<file path="src/rtl/reg_file_ctrl.sv">
// -----------------------------------------------------------------------------
// reg_file_ctrl
//
// Command sequencer for a 4x8 register file with a registered read port.
// It accepts WRITE / READ / MOVE / SWAP commands over a valid/ready handshake,
// steps through the register-file cycles each one needs, and hides the file's
// one-cycle read latency from the requester. READ results come back on a
// valid/ready response channel that holds until the consumer takes them.
//
// Ports
//   CLK, RSTN       clock, asynchronous active-low reset
//   CMD_VALID       in   command valid
//   CMD_READY       out  controller idle and able to accept a command
//   CMD_OP          in   00 WRITE, 01 READ, 10 MOVE, 11 SWAP
//   CMD_DST         in   destination register (WRITE / MOVE / SWAP)
//   CMD_SRC         in   source register (READ / MOVE / SWAP)
//   CMD_DATA        in   write data (WRITE only)
//   RSP_VALID       out  read data valid
//   RSP_READY       in   consumer accepts read data
//   RSP_DATA        out  read data
//   RF_ADDR         out  register file address (holds outside access states)
//   RF_CE           out  register file write strobes, one-hot or zero
//   RF_DATA_IN      out  register file write data
//   RF_DATA_OUT     in   register file registered read data
//   BUSY            out  high whenever the sequencer is not idle
//
// Sequences (cycle 1 is the cycle after the accept edge, one state per cycle)
//   WRITE : WR                                  -> IDLE
//   READ  : RD_A -> RD_W -> RSP (until taken)   -> IDLE
//   MOVE  : RD_A -> RD_W -> WR                  -> IDLE
//   SWAP  : RD_A -> RD_B -> RD_W -> WR1 -> WR2  -> IDLE
// -----------------------------------------------------------------------------
module reg_file_ctrl #(
    parameter int DATA_W = 8,
    parameter int ADDR_W = 2
) (
    input  logic                     CLK,
    input  logic                     RSTN,
    input  logic                     CMD_VALID,
    output logic                     CMD_READY,
    input  logic [1:0]               CMD_OP,
    input  logic [ADDR_W-1:0]        CMD_DST,
    input  logic [ADDR_W-1:0]        CMD_SRC,
    input  logic [DATA_W-1:0]        CMD_DATA,
    output logic                     RSP_VALID,
    input  logic                     RSP_READY,
    output logic [DATA_W-1:0]        RSP_DATA,
    output logic [ADDR_W-1:0]        RF_ADDR,
    output logic [(2**ADDR_W)-1:0]   RF_CE,
    output logic [DATA_W-1:0]        RF_DATA_IN,
    input  logic [DATA_W-1:0]        RF_DATA_OUT,
    output logic                     BUSY
);

    localparam int NREG = 2 ** ADDR_W;

    typedef enum logic [1:0] {
        OP_WRITE = 2'b00,
        OP_READ  = 2'b01,
        OP_MOVE  = 2'b10,
        OP_SWAP  = 2'b11
    } op_t;

    typedef enum logic [2:0] {
        S_IDLE,
        S_WR,     // single write: WRITE c1, MOVE c3
        S_RD_A,   // address the source register
        S_RD_B,   // SWAP only: address destination, source data arrives
        S_RD_W,   // last read data arrives from the file
        S_WR1,    // SWAP: destination <= old source
        S_WR2,    // SWAP: source <= old destination
        S_RSP     // READ: hold response until taken
    } state_t;

    state_t              state;
    op_t                 op_q;
    logic [ADDR_W-1:0]   dst_q;
    logic [ADDR_W-1:0]   src_q;
    logic [DATA_W-1:0]   tmp_a;   // first value read (source)
    logic [DATA_W-1:0]   tmp_b;   // second value read (SWAP destination)

    function automatic logic [NREG-1:0] onehot(input logic [ADDR_W-1:0] idx);
        logic [NREG-1:0] v;
        v      = '0;
        v[idx] = 1'b1;
        return v;
    endfunction

    // All outputs are registered: each state is entered with the RF_* values
    // that belong to it already set up, so the file sees clean, glitch-free
    // address/strobe/data for the whole cycle.
    always_ff @(posedge CLK or negedge RSTN) begin
        if (!RSTN) begin
            state      <= S_IDLE;
            op_q       <= OP_WRITE;
            dst_q      <= '0;
            src_q      <= '0;
            tmp_a      <= '0;
            tmp_b      <= '0;
            CMD_READY  <= 1'b1;
            RSP_VALID  <= 1'b0;
            RSP_DATA   <= '0;
            RF_ADDR    <= '0;
            RF_CE      <= '0;
            RF_DATA_IN <= '0;
            BUSY       <= 1'b0;
        end else begin
            // NOTE: every state register here uses <= so all of them update
            // together from the values present before the edge; a blocking
            // assignment would leak a new value into later reads in this block.
            case (state)
                S_IDLE: begin
                    // CMD_READY is high exactly in IDLE, so VALID alone is the accept.
                    if (CMD_VALID) begin
                        op_q      <= op_t'(CMD_OP);
                        dst_q     <= CMD_DST;
                        src_q     <= CMD_SRC;
                        CMD_READY <= 1'b0;
                        BUSY      <= 1'b1;
                        if (op_t'(CMD_OP) == OP_WRITE) begin
                            state      <= S_WR;
                            RF_ADDR    <= CMD_DST;
                            RF_CE      <= onehot(CMD_DST);
                            RF_DATA_IN <= CMD_DATA;
                        end else begin
                            state   <= S_RD_A;
                            RF_ADDR <= CMD_SRC;
                        end
                    end
                end

                S_RD_A: begin
                    // Source data appears on RF_DATA_OUT during the next cycle.
                    if (op_q == OP_SWAP) begin
                        state   <= S_RD_B;
                        RF_ADDR <= dst_q;
                    end else begin
                        state <= S_RD_W;
                    end
                end

                S_RD_B: begin
                    tmp_a <= RF_DATA_OUT;          // source value
                    state <= S_RD_W;
                end

                S_RD_W: begin
                    case (op_q)
                        OP_READ: begin
                            RSP_DATA  <= RF_DATA_OUT;
                            RSP_VALID <= 1'b1;
                            state     <= S_RSP;
                        end
                        OP_MOVE: begin
                            // tmp_a and RF_DATA_IN take the same value; driving
                            // the file straight from the read port saves a cycle.
                            tmp_a      <= RF_DATA_OUT;
                            state      <= S_WR;
                            RF_ADDR    <= dst_q;
                            RF_CE      <= onehot(dst_q);
                            RF_DATA_IN <= RF_DATA_OUT;
                        end
                        default: begin         // OP_SWAP
                            tmp_b      <= RF_DATA_OUT;  // destination value
                            state      <= S_WR1;
                            RF_ADDR    <= dst_q;
                            RF_CE      <= onehot(dst_q);
                            RF_DATA_IN <= tmp_a;
                        end
                    endcase
                end

                S_WR1: begin
                    state      <= S_WR2;
                    RF_ADDR    <= src_q;
                    RF_CE      <= onehot(src_q);
                    RF_DATA_IN <= tmp_b;
                end

                S_RSP: begin
                    if (RSP_READY) begin
                        RSP_VALID <= 1'b0;
                        state     <= S_IDLE;
                        CMD_READY <= 1'b1;
                        BUSY      <= 1'b0;
                    end
                end

                // NOTE: the default arm covers S_WR, S_WR2 and any unreachable
                // encoding, so every path returns to a known idle state.
                default: begin
                    state     <= S_IDLE;
                    RF_CE     <= '0;
                    CMD_READY <= 1'b1;
                    BUSY      <= 1'b0;
                end
            endcase
        end
    end

endmodule

</file>
<file path="config.mk">
export PLATFORM = sky130hd
export DESIGN_NAME = reg_file_ctrl
export DESIGN_NICKNAME = d
export VERILOG_FILES = /design/src/rtl/reg_file_ctrl.sv
export SDC_FILE = /design/constraint.sdc
export NUM_CORES = 1
export LEC_CHECK = 0
export CORE_ASPECT_RATIO = 1.2
export CORE_MARGIN = 1
export CORE_UTILIZATION = 56
export DETAILED_ROUTE_END_ITERATION = 10
export GPL_TIMING_DRIVEN = 1
export PLACE_DENSITY = 0.88
export SLEW_MARGIN = 10
export SYNTH_ARGS = -nofsm -noshare
export SYNTH_HDL_FRONTEND = slang
export SYNTH_SLANG_ARGS = --single-unit
export TNS_END_PERCENT = 10
</file>
<file path="constraint.sdc">
create_clock -name CLK -period 3.3 [get_ports CLK]
set_input_delay 0.33 -clock CLK [delete_from_list [all_inputs] [get_ports CLK]]
set_output_delay 0.33 -clock CLK [all_outputs]
set_load 0.05 [all_outputs]
</file>
Word level (Yosys, flattened, before mapping) --
Cells that the tools add are included. W data, S select, Z words.
Cells by class: bitwise logic cells 3, reduce and logical (&&, ||, !) cells 22, equal/unequal tests 15, magnitude comparators 6, muxes and demuxes 35
Operator list (number):
- $pmux W8 S2 | 2
- $mux W8 | 3
- $pmux W8 S3 | 1
- $pmux W3 S6 | 1
- $pmux W4 S4 | 1
- $ne A2 B2 Y1 const B | 7
- $mux W4 | 3
- $reduce_and A4 Y1 | 3
- $mux W2 | 5
- $reduce_and A2 Y1 | 5
- $eq A3 B3 Y1 const B | 3
- $lt A2 B3 Y1 const B | 3
- $mux W3 | 3
- $mux W1 | 8
- $pmux W2 S4 | 1
- $demux W1 S2 | 3
- $eq A3 B2 Y1 const B | 2
- $ge A2 B1 Y1 const B | 3
- $pmux W1 S3 | 2
- $pmux W3 S2 | 1
- $reduce_and A3 Y1 | 2
- $eq A2 B2 Y1 const B | 2
- $reduce_bool A2 Y1 | 2
- $reduce_bool A4 Y1 | 1
- 10 further kinds | 14
Word-level totals: word-level logic and storage cells 94, flip-flop bits (word level) 50, output and inout bits 25

Logic depth before layout (Yosys ltp) --
Gate-level depths: netlist (run 1).
word-level depth 7, gate-level depth with buffers 7

Worst setup path after synthesis (run 1) --
OpenSTA, ideal clock, no wires.
path type register -> register, start register op_q[0], end register RF_DATA_IN[6], setup slack 1469 ps, path buffers 1, stages on the path, launching flop included 8, required time 3175 ps, arrival 1707 ps, clock period less this slack 1831 ps, path through dfrtp_1 inv_1 ha_1 clkbuf_1 mux2_2 mux2i_1 o22ai_1 mux2_2
Between the ends: longest elaborated chain between the ends 3, elaborated cells on any way between the ends 6, classes of those cells eq/ne (3); mux (2); reduce/logical (1)
Ends and longest elaborated chain:
- start, declared | RTL line 76 | op_t op_q;
- start signal, assigned | RTL line 115 | op_q <= op_t'(CMD_OP);
- $eq A2 B2 Y1 / $eq A2 B1 Y1 (equally long branches) | RTL line 148 | case (op_q)
- $pmux W8 S2 / $ne A2 B2 Y1 (equally long branches)
- $pmux W8 S3 / $reduce_and A4 Y1 (equally long branches)
- end signal, assigned | RTL line 168 | RF_DATA_IN <= tmp_a;
- end signal, assigned | RTL line 177 | RF_DATA_IN <= tmp_b;
- end, declared | RTL line 50 | output logic [DATA_W-1:0] RF_DATA_IN,
Parallel ways exist; a longest one is shown, timed or not. A chain may end at the register's enable or synchronous reset.

Final worst setup path (run 1) --
start register state[0], end register tmp_a[1]
Between the ends: longest elaborated chain between the ends 3, elaborated cells on any way between the ends 6, classes of those cells eq/ne (3); mux (1); reduce/logical (2)
Ends and longest elaborated chain:
- start, declared | RTL line 75 | state_t state;
- start signal, assigned | RTL line 94 | state <= S_IDLE;
- start signal, assigned | RTL line 121 | state <= S_WR;
- start signal, assigned | RTL line 126 | state <= S_RD_A;
- $eq A3 B3 Y1 / $eq A3 B2 Y1 (equally long branches) | RTL line 111 | case (state)
- $ne A2 B2 Y1 (no source line) / $reduce_bool A2 Y1 (equally long branches)
- $reduce_and A2 Y1 (no source line)
- end signal, assigned | RTL line 98 | tmp_a <= '0;
- end signal, assigned | RTL line 143 | tmp_a <= RF_DATA_OUT;
- end signal, assigned | RTL line 157 | tmp_a <= RF_DATA_OUT;
- end, declared | RTL line 79 | logic [DATA_W-1:0] tmp_a;
Parallel ways exist; a longest one is shown, timed or not.

==> results.ini, run 1 <==
[status]
status = completed

[floorplanning]
num_rows = 26
die_h_microns = 76.66
die_area_sq_um = 4923
io-pin-count = 51
coreArea_sq_um = 4359
start_util = 0.5967
fp.dieW_microns = 64.22

[critical_path]
slowest_stage = dfrtp_1
cp_slowest_stage_delay_ns = 0.83
cp_cell_sequence = inv_1 > o31ai_4 > mux2_2
worstPathMaxFanout = 23
rr_worst_depth = 3
worstPathArrival_ns = 2.69
crit_type = flop to flop
worst_ep_required_time_ns = 3.49
critPathLaunch = state[0]$_DFFE_PN0P_
cp-end-kind = flop
r2r_start = state[0]$_DFFE_PN0P_
critPathLaunchType = flop

[worst_hold_path]
hold_class = input port to async pin

[clocking]
ctsHoldBuffers = 0
clkTransAtPathRegs_ns = 0.09
cts_buffers = 5
h-tree-depth = 2
ctsResizeCount = 0
cts_num_sinks = 50
cts_tree = built
post-cts-setup-buffers = 0
clkLatencyLatePin_ns = 0.30
cts_buffer_depth = 2
cts_root_buf = clkbuf_8

[yosys]
ys_warn_count = 0
synth_area_per_cell_sq_um = 11.77
synth_seq_cells = 50
synth_edf_count = 0
yosys.area_share.adder = 0.01924
netlist_area_sq_um = 2601
synthSimpleGateAreaFrac = 0.07504
yosysSeqAreaShare = 0.4815
synth_compound_gate_area_share = 0.1251
dominantRegCellSynth = dfrtp_1
ys_types = 37
synth_xor_area_frac = 0
async_flop_share = 1.000
syn_nets = 251
synthMuxAreaShare = 0.2549
synth_top_family_by_area = multiplexers
netlist_instances = 221

[power_and_ir_drop]
peakVddDrop_mv = 0.6062
power.density_nw_per_um2 = 1083
leakage_nw = 1.401
power.total_mw = 3.496

[layout]
finalInstanceArea_sq_um = 3228
mostFrequentLayoutCell = mux2_2
nFillCells = 327
layout-drive-gt1-share = 0.2416
layout_common_cells = 50 x mux2_2, 49 x dfrtp_1, 49 x clkdlybuf4s50_1, 16 x inv_1, 13 x o22ai_1
n_antenna_cell = 0
final_cells = 325
syn_to_final_growth_pct = 24.10
fin_util = 0.7405
finalNetCount = 299

[drt]
wirelength_microns = 5621
vias = 1944
first_pass_iters = 4
drc = 0
drt_iter0_markers = 117
antenna_left = 0
drt-wirelength-per-cell_microns = 17.30
viasPerCell = 5.982

[timing]
clock.fmax_ghz = 0.4005
fin_crit_ns = 2.497
slew_viol_final = 0
setup_ws_ns = 0.8033
timing.final.crit_share = 0.7566
relSlewSlack = 0.2771
worst_pin_slew_ns = 1.084
finClkSkew_ns = 0.006060
whs_ns = 0.2174
tns_ns = 0
grt_setup_unrepaired = false
finalSetupViolCount = 0
hold_viol_final = 0

[placed_design]
portBuffers = 50
dp_hpwl_microns = 3921
dp_slack_ns = 0.8698
gp_congestion = 0.7830
dp.cells = 318
placed_area_sq_um = 3115

[grt]
grt_use_total = 0.2488
grt_pass1_wl_microns = 9390
first_global_vias = 1942
antenna_found_initial = 0
grt_max_degree = 51
grt_overflow = 0

[run]
cap_viol_max_count = 0

[cell type report]
| cell class | instances | area [sq um] | area share |
|---|---|---|---|
| Sequential cell | 50 | 1252 | 0.3880 |
| Tap cell | 56 | 70.07 | 0.02171 |
| Multi-Input combinational cell | 145 | 1234 | 0.3822 |
| Clock inverter | 1 | 30.03 | 0.009302 |
| Inverter | 17 | 63.81 | 0.01977 |
| Timing Repair Buffer | 50 | 495.5 | 0.1535 |
| Clock buffer | 6 | 82.58 | 0.02558 |
[cell usage after synthesis, types with 3 or more instances]
library cell,n,share of area
mux2_2,50,0.22
dfrtp_1,49,0.47
inv_1,16,0.023
o22ai_1,13,0.031
mux2i_1,10,0.038
a21oi_1,9,0.017
nand2_1,9,0.013
o21ai_0,8,0.015
nor2_1,6,0.0087
buf_2,5,0.0096
a22o_1,4,0.013
a31oi_1,4,0.0096
ha_1,4,0.019
nand3_1,3,0.0058
[kinds of logic after synthesis]
kind of cell,after synthesis
mux,60
flops,50
fa+ha+maj,4
buf+inv,26
simple gates,33
compound gates,48
[registers in the layout, indices dropped and copies added, names as in the netlist, 2 cells and up]
signal and count:
RF_DATA_IN 8, RSP_DATA 8, tmp_a 8, tmp_b 8, RF_CE 4, state 3
RF_ADDR 2, dst_q 2, op_q 2, src_q 2
[power by group]
part	switching, mW	leakage [nW]	internal, mW
registers	0.271	0.613	0.905
logic	1.05	0.730	0.833
clock network	0.190	0.0573	0.242
[critical path: cells and delay by family, from the launching register on]
family          cells  cell delay [ns]
flops               1             0.83
mux                 1             0.40
buf+inv             1             0.53
compound gates      1             0.61
[routing by layer]
metal / vias up / track usage / wire (microns)
met4: 0 / 0.08889 / 92
li1: 904 / - / -
met2: 58 / 0.4511 / 3072
met5: - / 0 / 0
met3: 8 / 0.04464 / 221
met1: 974 / 0.2896 / 2234
[path summary, 6_finish.rpt]
kind | to | slack (ns)
hold reg to reg | RSP_DATA[7]$_DFFE_PN0P_ | 0.51
setup reg to reg | tmp_a[1]$_DFFE_PN0P_ | 0.80
hold / removal | RF_ADDR[1]$_DFFE_PN0P_ | 0.22
min in group CLK | RSP_DATA[7]$_DFFE_PN0P_ | 0.51
max in group asynchronous | RF_CE[1]$_DFFE_PN0P_ | 2.41
setup / recovery | tmp_a[1]$_DFFE_PN0P_ | 0.80
Power figures use the tool's default switching activity.
==> run 2: changes to the inputs <==
Settings changed: CORE_UTILIZATION 56 to 52, PLACE_DENSITY 0.88 to 0.82.
Clock period 3.3 ns to 2.6 ns, I/O delays scaled along.
==> run 2 against run 1 <==
  * Power rose by 25%
  * Die area rose by 7.5%
  * Setup slack got worse by 0.39 ns
  * Cell count rose by 2.5%
  * Non-clock buffer count rose by 5
  * Combinational power rose by 29%
  * Flip-flop and latch count did not move
  * Wire length fell by 3.7%
  * Clock skew rose by 0.0014 ns
  * Count of clock-buffer cells in the layout rose by 1
  * Critical path type unchanged
==> results.ini, run 2 (synthesis results as in run 1) <==
[status]
status = completed  ; unchanged

[placed_design]
gp_congestion = 0.7993  ; was 0.7830
portBuffers = 50  ; unchanged
dp_slack_ns = 0.3619  ; was 0.8698 ns
dp_hpwl_microns = 3856  ; was 3921 microns

[timing]
finClkSkew_ns = 0.007478  ; was 0.006060 ns
hold_viol_final = 0  ; unchanged
fin_crit_ns = 2.182  ; was 2.497 ns
setup_ws_ns = 0.4182  ; was 0.8033 ns
whs_ns = 0.4257  ; was 0.2174 ns
worst_pin_slew_ns = 0.5762  ; was 1.084 ns
grt_setup_unrepaired = false  ; unchanged
tns_ns = 0  ; unchanged
relSlewSlack = 0.6146  ; was 0.2771
slew_viol_final = 0  ; unchanged
timing.final.crit_share = 0.8392  ; was 0.7566
finalSetupViolCount = 0  ; unchanged
clock.fmax_ghz = 0.4583  ; was 0.4005 GHz

[layout]
mostFrequentLayoutCell = mux2_2  ; unchanged
syn_to_final_growth_pct = 25.44  ; was 24.10%
register_area_sq_um = 1252  ; unchanged
layout-drive-gt1-share = 0.2545  ; was 0.2416
n_antenna_cell = 0  ; unchanged
layout_common_cells = 50 x mux2_2, 49 x dfrtp_1, 49 x clkdlybuf4s50_1, 16 x inv_1, 13 x o22ai_1  ; unchanged
nFillCells = 359  ; was 327
finalNetCount = 304  ; was 299
multi_input_comb_area_sq_um = 1234  ; unchanged
fin_util = 0.6949  ; was 0.7405

[floorplanning]
die_area_sq_um = 5291  ; was 4923 sq um
fp.dieW_microns = 66.57  ; was 64.22 microns
io-pin-count = 51  ; unchanged
coreArea_sq_um = 4696  ; was 4359 sq um
num_rows = 27  ; was 26
start_util = 0.5540  ; was 0.5967
die_h_microns = 79.48  ; was 76.66 microns

[drt]
first_pass_iters = 4  ; unchanged
wirelength_microns = 5415  ; was 5621 microns
drc = 0  ; unchanged
vias = 1956  ; was 1944
antenna_left = 0  ; unchanged
drt_iter0_markers = 94  ; was 117
drt-wirelength-per-cell_microns = 16.26  ; was 17.30 microns
viasPerCell = 5.874  ; was 5.982

[critical_path]
worst_ep_required_time_ns = 2.80  ; was 3.49 ns
worstPathArrival_ns = 2.38  ; was 2.69 ns
critPathLaunchType = flop  ; unchanged
rrSetupSlack_ns = 0.42  ; was 0.80 ns
crit_type = flop to flop  ; unchanged
cp-end-kind = flop  ; unchanged
worstPathMaxFanout = 15  ; was 23

[clocking]
post-cts-setup-buffers = 0  ; unchanged
cts_num_sinks = 50  ; unchanged
cts_tree = built  ; unchanged
cts_buffers = 5  ; unchanged
cts_root_buf = clkbuf_8  ; unchanged
cts_buffer_depth = 2  ; unchanged
clkLatencyLatePin_ns = 0.31  ; was 0.30 ns
h-tree-depth = 2  ; unchanged
clkTransAtPathRegs_ns = 0.09  ; about the same

[run]
cap_viol_max_count = 0  ; unchanged

[grt]
first_global_vias = 2061  ; was 1942
grt_overflow = 0  ; unchanged
antenna_found_initial = 0  ; unchanged
grt_max_degree = 30  ; was 51
grt_pass1_wl_microns = 9287  ; was 9390 microns
grt_use_total = 0.2339  ; was 0.2488

[power_and_ir_drop]
power.total_mw = 4.382  ; was 3.496 mW
power.density_nw_per_um2 = 1343  ; was 1083 nW/um^2
peakVddDrop_mv = 0.8197  ; was 0.6062 mV
leakage_nw = 1.422  ; was 1.401 nW

[worst_hold_path]
hold_class = input port to async pin  ; unchanged

[run 2: critical path, cell delays in order, from the launching register on]
cell     delay, ns
dfrtp_1       0.58
inv_2         0.20
ha_1          0.38
nand2_1       0.12
a21oi_2       0.40
mux2_2        0.39
[run 2: where the power goes]
group          total (mW)  switching (mW)  internal, mW
clock               0.506           0.261         0.244
combinational        2.44            1.36          1.08
sequential           1.43           0.286          1.15
total                4.38            1.91          2.48
[run 2: path summary, 6_finish.rpt]
kind                                      start                        end  depth (start not counted)
hold / removal                             RSTN        op_q[1]$_DFFE_PN0P_                          2
hold reg to reg            tmp_b[5]$_DFFE_PN0P_       tmp_b[5]$_DFFE_PN0P_                          1
min in group CLK           tmp_b[5]$_DFFE_PN0P_       tmp_b[5]$_DFFE_PN0P_                          1
max in group asynchronous                  RSTN      CMD_READY$_DFFE_PN1P_                          3
setup / recovery           state[1]$_DFFE_PN0P_  RF_DATA_IN[2]$_DFFE_PN0P_                          5
setup reg to reg           state[1]$_DFFE_PN0P_  RF_DATA_IN[2]$_DFFE_PN0P_                          5
[run 2: per-stage QoR]
step                std cells  instance area (sq um)
finish                    333                   3263
global route              333                   3263
CTS                       333                   3263
detailed placement        324                   3148
global placement          324                   3148
floorplan                 221                   2601
[run 2: timing repair]
action / CTS / global route
endpoints found under the hold margin: 21 / 0
hold buffers: 1 / 0
resized for setup: 0 / 0
[run 2: layout make-up]
cell class	instances	area share
clock buffers	7	0.02952
clock inverters	1	0.002684
inverters	17	0.01956
multi-input cells	145	0.3781
flip-flops and latches	50	0.3838
well taps	58	0.02224
repair buffers	55	0.1641
[run 2: layer usage]
layer	share of wire	track usage
met2	0.49	0.3808
met5	0	0
met4	0.036	0.1149
met3	0.049	0.05571
met1	0.43	0.2857
==> run 3: changes to the inputs <==
Settings changed: CORE_UTILIZATION 52 to 47, PLACE_DENSITY 0.82 to 0.79.
Clock period 2.6 ns to 1.9 ns, I/O delays scaled along.
==> run 3 against run 2 <==
  * The flow now finishes with violations (hold timing)
  * Global-route usage down 2.0 points
  * Wire length up 9.1%
  * Core utilization down 5.4 points
  * Die area up 10%
  * Sequential share of layout area down 1.5 points
  * Hold slack worse by 0.44 ns
  * Via count up 1.7%
  * Non-clock buffer count up 11
  * Power up 44%
  * Cell area up 4.0%
  * First-iteration DRC count down 29%
==> results.ini, run 3 (synthesis results as in run 1) <==
[critical_path]
worst_ep_required_time_ns = 1.71  ; was 2.80 ns
critPathTopFamily = buffers and inverters  ; was flip-flops
crit_type = flop to output pin  ; was flop to flop
critPathLaunchType = flop  ; unchanged
slowest_stage = clkdlybuf4s50_1  ; was dfrtp_1
cp_cell_sequence = clkdlybuf4s50_1  ; was inv_2 > ha_1 > nand2_1 > a21oi_2 > mux2_2
rr_worst_depth = 6  ; was 5
cp_slowest_stage_delay_ns = 0.80  ; was 0.58 ns
rrSetupSlack_ns = 0.12  ; was 0.42 ns
worstPathArrival_ns = 1.65  ; was 2.38 ns
r2r_end = RF_DATA_IN[6]$_DFFE_PN0P_  ; was RF_DATA_IN[2]$_DFFE_PN0P_
r2r_start = state[0]$_DFFE_PN0P_  ; was state[1]$_DFFE_PN0P_
crit_buf_inv = 1  ; unchanged
worstPathMaxFanout = 2  ; was 15
cp-end-kind = output pin  ; was flop

[floorplanning]
die_area_sq_um = 5837  ; was 5291 sq um
coreArea_sq_um = 5298  ; was 4696 sq um
fp.dieW_microns = 69.91  ; was 66.57 microns
io-pin-count = 51  ; unchanged
start_util = 0.4910  ; was 0.5540
num_rows = 29  ; was 27
die_h_microns = 83.50  ; was 79.48 microns

[timing]
hold_viol_final = 47  ; was 0
setup_ws_ns = 0.06237  ; was 0.4182 ns
relSlewSlack = 0.5718  ; was 0.6146
finalSetupViolCount = 0  ; unchanged
slew_viol_final = 0  ; unchanged
fin_crit_ns = 1.838
tns_ns = 0  ; unchanged
clock.fmax_ghz = 0.5442
grt_setup_unrepaired = false  ; unchanged
timing.final.crit_share = 0.9672
whs_ns = -0.01911  ; was 0.4257 ns
worst_pin_slew_ns = 0.6423  ; was 0.5762 ns
finClkSkew_ns = 0.006512  ; was 0.007478 ns

[drt]
viasPerCell = 5.718  ; was 5.874
drt_iter0_markers = 67  ; was 94
wirelength_microns = 5907  ; was 5415 microns
first_pass_iters = 4  ; unchanged
vias = 1990  ; was 1956
drc = 0  ; unchanged
antenna_left = 0  ; unchanged
drt-wirelength-per-cell_microns = 16.97  ; was 16.26 microns

[grt]
first_global_vias = 2025  ; was 2061
antenna_found_initial = 0  ; unchanged
grt_max_degree = 51  ; was 30
grt_pass1_wl_microns = 9804  ; was 9287 microns
grt_use_total = 0.2137  ; was 0.2339
grt_overflow = 0  ; unchanged

[layout]
multi_input_comb_area_sq_um = 1234  ; unchanged
register_area_sq_um = 1252  ; unchanged
mostFrequentLayoutCell = mux2_2  ; unchanged
n_antenna_cell = 0  ; unchanged
syn_to_final_growth_pct = 30.45  ; was 25.44%
layout-drive-gt1-share = 0.2867  ; was 0.2545
nFillCells = 411  ; was 359
finalInstanceArea_sq_um = 3393  ; was 3263 sq um
layout_common_cells = 50 x mux2_2, 49 x dfrtp_1, 49 x clkdlybuf4s50_1, 16 x inv_1  ; was 50 x mux2_2, 49 x dfrtp_1, 49 x clkdlybuf4s50_1, 16 x inv_1, 13 x o22ai_1
finalNetCount = 315  ; was 304
fin_util = 0.6405  ; was 0.6949

[clocking]
cts_num_sinks = 50  ; unchanged
clkTransAtPathRegs_ns = 0.09  ; about the same
cts_root_buf = clkbuf_8  ; unchanged
ctsHoldBuffers = 0  ; was 1
cts_tree = built  ; unchanged
h-tree-depth = 2  ; unchanged
cts_buffers = 5  ; unchanged
clkLatencyLatePin_ns = 0.31  ; about the same
cts_buffer_depth = 2  ; unchanged

[placed_design]
portBuffers = 50  ; unchanged
dp_slack_ns = 0.07382  ; was 0.3619 ns
dp_hpwl_microns = 4206  ; was 3856 microns
gp_congestion = 0.8325  ; was 0.7993
placed_area_sq_um = 3273  ; was 3148 sq um

[power_and_ir_drop]
leakage_nw = 1.492  ; was 1.422 nW
power.density_nw_per_um2 = 1860  ; was 1343 nW/um^2
peakVddDrop_mv = 1.035  ; was 0.8197 mV

[status]
status = finished with violations  ; was completed
violations = hold timing

[run]
cap_viol_max_count = 0  ; unchanged

[worst_hold_path]
hold_class = input port to async pin  ; unchanged

run 3: how the worst max path moves through the flow:
stage / cells past startpoint / to / start
6_report: 1 / CMD_READY / CMD_READY$_DFFE_PN1P_
5_1_grt: 6 / RF_DATA_IN[6]$_DFFE_PN0P_ / state[1]$_DFFE_PN0P_
4_1_cts: 1 / CMD_READY / CMD_READY$_DFFE_PN1P_
3_5_place_dp: 6 / RF_DATA_IN[1]$_DFFE_PN0P_ / CMD_VALID
3_3_place_gp: 6 / RF_DATA_IN[2]$_DFFE_PN0P_ / CMD_VALID
2_1_floorplan: 7 / RF_DATA_IN[6]$_DFFE_PN0P_ / op_q[0]$_DFFE_PN0P_
run 3: power by group:
group	switching [mW]	internal, mW	leakage (nW)
registers	0.334	1.57	0.613
clock network	0.373	0.395	0.0585
logic	1.98	1.65	0.820
run 3: repair_timing:
item,4_1_cts,5_1_grt
buffers inserted,0,1
endpoints found under the setup margin,0,1
resized for setup,0,0
run 3: routing by layer:
| layer | vias up | part of all wire | global-route usage |
|---|---|---|---|
| li1 | 938 | - | - |
| met1 | 954 | 0.43 | 0.2750 |
| met2 | 78 | 0.49 | 0.3418 |
| met3 | 20 | 0.053 | 0.04348 |
| met4 | 0 | 0.029 | 0.1055 |
| met5 | - | 0 | 0 |
run 3: cell type report:
class                   count  share of cell area
well taps                  62             0.02286
clock buffers               5             0.02028
flip-flops and latches     50              0.3691
multi-input cells         145              0.3636
repair buffers             66              0.1925
clock inverters             3             0.01291
inverters                  17             0.01881
run 3: through the flow:
step	cells	total power, mW
floorplan	221	4.381
global placement	339	5.436
detailed placement	339	5.544
CTS	347	6.328
global route	348	6.643
finish	348	6.310
